--- src/rtl/sequence_generator.sv ---
`default_nettype none
// ============================================================================
// Module   : sequence_generator
// Function : 8-stage Johnson counter producing the 16-state master timing
//            sequence, with phase decode, cycle-start strobe, microsecond
//            counter, external resync and illegal-state recovery.
// Revision : 1.0  initial release
// ============================================================================
module sequence_generator #(
    parameter int SYNC_PHASE = 0,
    parameter int US_MOD     = 64,
    parameter int US_W       = 8
) (
    input  logic            CLK_n,
    input  logic            RESET,
    input  logic            CE,
    input  logic            SYNC,
    output logic [7:0]      S,
    output logic [3:0]      PHASE,
    output logic            CYC_START,
    output logic [US_W-1:0] US_CNT,
    output logic            SEQ_ERR
);

    // Legal Johnson pattern for a phase index: a run of ones filling from
    // bit 0 for phases 0..8, then a run of zeros filling from bit 0.
    function automatic logic [7:0] johnson_pattern(input logic [3:0] p);
        logic [7:0] ones;
        ones = 8'hFF;
        if (p <= 4'd8) begin
            johnson_pattern = ~(ones << p);
        end else begin
            johnson_pattern = ones << (p - 4'd8);
        end
    endfunction

    localparam logic [7:0]      c_sync_pat = johnson_pattern(4'(SYNC_PHASE));
    localparam logic [US_W-1:0] c_us_last  = US_W'(US_MOD - 1);

    logic [7:0]      r_s;
    logic [US_W-1:0] r_us_cnt;
    logic            r_seq_err;
    logic [3:0]      w_phase;
    logic            w_legal;

    // Decode the current state into a phase index and a legality flag.
    always_comb begin
        w_phase = 4'd0;
        w_legal = 1'b0;
        for (int p = 0; p < 16; p++) begin
            if (r_s == johnson_pattern(4'(p))) begin
                w_phase = 4'(p);
                w_legal = 1'b1;
            end
        end
    end

    // Sequencer state, microsecond counter and one-shot error flag.
    always_ff @(posedge CLK_n) begin
        if (RESET) begin
            r_s       <= 8'h00;
            r_us_cnt  <= '0;
            r_seq_err <= 1'b0;
        end else if (CE) begin
            if (SYNC) begin
                // Resync wins over recovery and never counts a cycle.
                r_s       <= c_sync_pat;
                r_seq_err <= 1'b0;
            end else if (!w_legal) begin
                r_s       <= 8'h00;
                r_seq_err <= 1'b1;
            end else begin
                r_s       <= {r_s[6:0], ~r_s[7]};
                r_seq_err <= 1'b0;
                if (w_phase == 4'd15) begin
                    r_us_cnt <= (r_us_cnt == c_us_last) ? '0 : r_us_cnt + 1'b1;
                end
            end
        end else begin
            r_seq_err <= 1'b0;
        end
    end

    assign S         = r_s;
    assign PHASE     = w_phase;
    assign CYC_START = (w_phase == 4'd0) & (r_s == 8'h00) & CE;
    assign US_CNT    = r_us_cnt;
    assign SEQ_ERR   = r_seq_err;

endmodule
`default_nettype wire
--- config.mk ---
export PLATFORM = sky130hd
export DESIGN_NAME = sequence_generator
export DESIGN_NICKNAME = d
export VERILOG_FILES = /design/src/rtl/sequence_generator.sv
export SDC_FILE = /design/constraint.sdc
export NUM_CORES = 1
export LEC_CHECK = 0
export BUFFER_PORTS_ARGS = -buffer_cell sky130_fd_sc_hd__clkbuf_2
export CAP_MARGIN = 5
export CORE_MARGIN = 2
export CORE_UTILIZATION = 25
export CTS_CLUSTER_DIAMETER = 30
export CTS_CLUSTER_SIZE = 8
export DETAILED_ROUTE_END_ITERATION = 8
export PLACE_DENSITY = 0.42
export SYNTH_ARGS = -nofsm -noshare
export SYNTH_HDL_FRONTEND = slang
export SYNTH_SLANG_ARGS = --single-unit
--- constraint.sdc ---
create_clock -name CLK_n -period 3.05 [get_ports CLK_n]
set_input_delay 0.1525 -clock CLK_n [delete_from_list [all_inputs] [get_ports CLK_n]]
set_output_delay 0.1525 -clock CLK_n [all_outputs]
set_load 0.01 [all_outputs]
==> flow_summary.toml <==
[status]
status = "completed"

[critical_path]
path_max_fanout = 12
cp-end-kind = "flip-flop"
arrival_ns = 2.83
critical_path_class = "flip-flop to flip-flop"
crit_slowest_cell = "or4_4"
path_common_cell = "or4_4"
crit_chain = "or4_4 > or4_4 > a31o_1 > or4_1 > a21oi_1"
cp.required_ns = 3.24
max_stage_delay_ns = 0.60
critPathLaunchType = "flip-flop"
reg2reg_depth = 5

[cts]
clkTransAtPathRegs_ns = 0.07
insertion_delay_ns = 0.25
cts_resized = 0
numCtsBuffers = 3
clk_path_buf_depth = 2
cts_tree = "yes"
clock_sink_count = 17
cts_hold_buf = 0
htree_levels = 1
clockRootBuffer = "clkbuf_8"
cts_setup_buffers = 0

[routing]
wl_um = 2980
ant_nets = 0
num_vias = 1117
drc = 0
routedWlPerCell_um = 13.86
drt-pass1-iter-count = 4
vias_per_cell = 5.195
dr.first_iter.drc_count = 48

[power_and_ir_drop]
p_per_area_nw_per_um2 = 336.2
ir_drop_uv = 121.2
total_leakage_power_uw = 0.0004787

[floorplanning]
dieArea_um2 = 4855
die_y_um = 69.68
start_util_pct = 26.39
io_pins = 26
die_w_um = 69.68
coreArea_um2 = 4086
rows = 23

[timing]
rsz0062_at_grt = "false"
finalMaxSlewViolations = 0
final.min_clock_period_ns = 2.640
slew-limit-headroom_pct = 49.96
worst_pin_slew_ns = 0.7401
fin_hold_ws_ns = 0.2412
min_period_over_period_pct = 86.55
finalSetupTns_ns = 0
hold_viol_final = 0
fmax_mhz = 378.8
clock_skew_ns = 0.004419
setup_viol = 0

[synth]
synthDistinctLibCells = 39
yosys.area_share.simple_pct = 33.87
yosys_register_bits = 17
synth_fp_nets = 150
synth-seq-area-share_pct = 31.55
mappedNetlistArea_um2 = 1079
ys.flop_type = "dfxtp_1"
async_flop_share_pct = 0
ys_warn_count = 0
synth-compound-area-share_pct = 24.83
synth_top_family_by_area = "simple AND/OR/NAND/NOR gates"
syn_avg_cell_area_um2 = 7.438
synthXorXnorAreaFrac_pct = 0.8121
syn_inst = 145
synthAdderAreaFrac_pct = 1.160
synth_mux_area_share_pct = 0.9281
synth-edff-count = 0

[min_path]
min_path_type = "input port to flip-flop"
min_path_cells = 4

[final_layout]
most-common-layout-cells = "25 x clkbuf_2, 18 x nand2_1, 17 x dfxtp_1"
final_area_um2 = 1267
post_route_cells_drive_above_1_share_pct = 21.21
fillCellCount = 468
post-route-util_pct = 31.02
diodes = 0
area_growth_pct = 17.52
stdcell_count = 215
nNetsFinal = 171
final_common_cell = "clkbuf_2"

[global_routing]
grt_pass1_wl_um = 5009
grt_usage_pct = 12.29
antenna_found_initial = 0
grt_max_degree = 20
grt-ovfl-total = 0
grt_pass1_vias = 1045

[placed_design]
placed_cells = 211
placedInstanceArea_um2 = 1222
gp_congestion = 0.8111
io_buffers = 25
place_hpwl_um = 2182

[flow_run]
maxCapViolCount = 0
## Yosys cell counts (4+ instances only)
cell type  count  share of area, %
a21oi_1       12               5.6
clkbuf_1       7               2.4
dfxtp_1       17                32
inv_1          4               1.4
nand2_1       18               6.3
nand2b_1       4               2.3
nand3_1        4               1.9
nand4_1        4               2.3
nor2_1        12               4.2
o21ai_0       12               5.6
or3_1          5               2.9
or4_1          4               2.8
## cell families after synthesis
kind of cell | Yosys count
adder cells (fa/ha/maj) | 1
multiplexers | 1
XOR/XNOR | 1
flip-flops | 17
buffers and inverters | 15
AO/OA/AOI/OAI | 42
AND/OR/NAND/NOR | 68
## worst max-delay path, delay by kind of cell (launching register included)
kind,cells,cell delay [ns]
flops,1,0.41
compound gates,2,0.48
simple gates,3,1.68
## routing by layer
| metal | up-vias | GRT usage [%] | wire length (µm) | part of all wire (%) |
|---|---|---|---|---|
| li1 | 573 | - | - | - |
| met1 | 515 | 17.71 | 1491 | 50 |
| met2 | 27 | 18.80 | 1306 | 44 |
| met3 | 2 | 2.616 | 166 | 5.6 |
| met4 | 0 | 2.564 | 16 | 0.54 |
| met5 | - | 0 | 0 | 0 |
## metrics by stage
step | worst slack (ns) | power [µW]
after floorplan | 0.5854 | 248.2
after global placement | 0.4788 | 257.2
after detailed placement | 0.4319 | 257.0
after CTS | 0.4152 | 432.3
after global routing | 0.2708 | 443.8
final | 0.4104 | 426.1
## power breakdown
group / internal [µW] / leakage (µW) / switching (µW)
Combinational: 9.87 / 0.000319 / 16.3
Clock: 92.8 / 0.0000228 / 81.3
Sequential: 223 / 0.000137 / 2.81
Total: 326 / 0.000479 / 100
## registers in the layout, indices dropped and copies added (netlist names)
| name | flops |
|---|---|
| SEQ_ERR | 1 |
| US_CNT | 8 |
| S | 8 |
## layout make-up
type                       instances  area [µm²]  share of cell area (%)
clock buffer                       4       45.04                   3.554
inverter                           4       15.01                   1.185
multi-input combinational        113       664.4                   52.42
sequential                        17       340.3                   26.85
tap                               50       62.56                   4.936
timing repair buffer              27       140.1                   11.06
## worst paths after layout
| check | slack (ns) | from | to |
|---|---|---|---|
| max | 0.41 | S[0]$_SDFFE_PP0P_ | US_CNT[7]$_SDFFE_PP0P_ |
| max reg2reg | 0.41 | S[0]$_SDFFE_PP0P_ | US_CNT[7]$_SDFFE_PP0P_ |
| min reg2reg | 0.49 | US_CNT[1]$_SDFFE_PP0P_ | US_CNT[1]$_SDFFE_PP0P_ |
| min | 0.24 | SYNC | S[2]$_SDFFE_PP0P_ |
(Power assumes the default switching activity.)
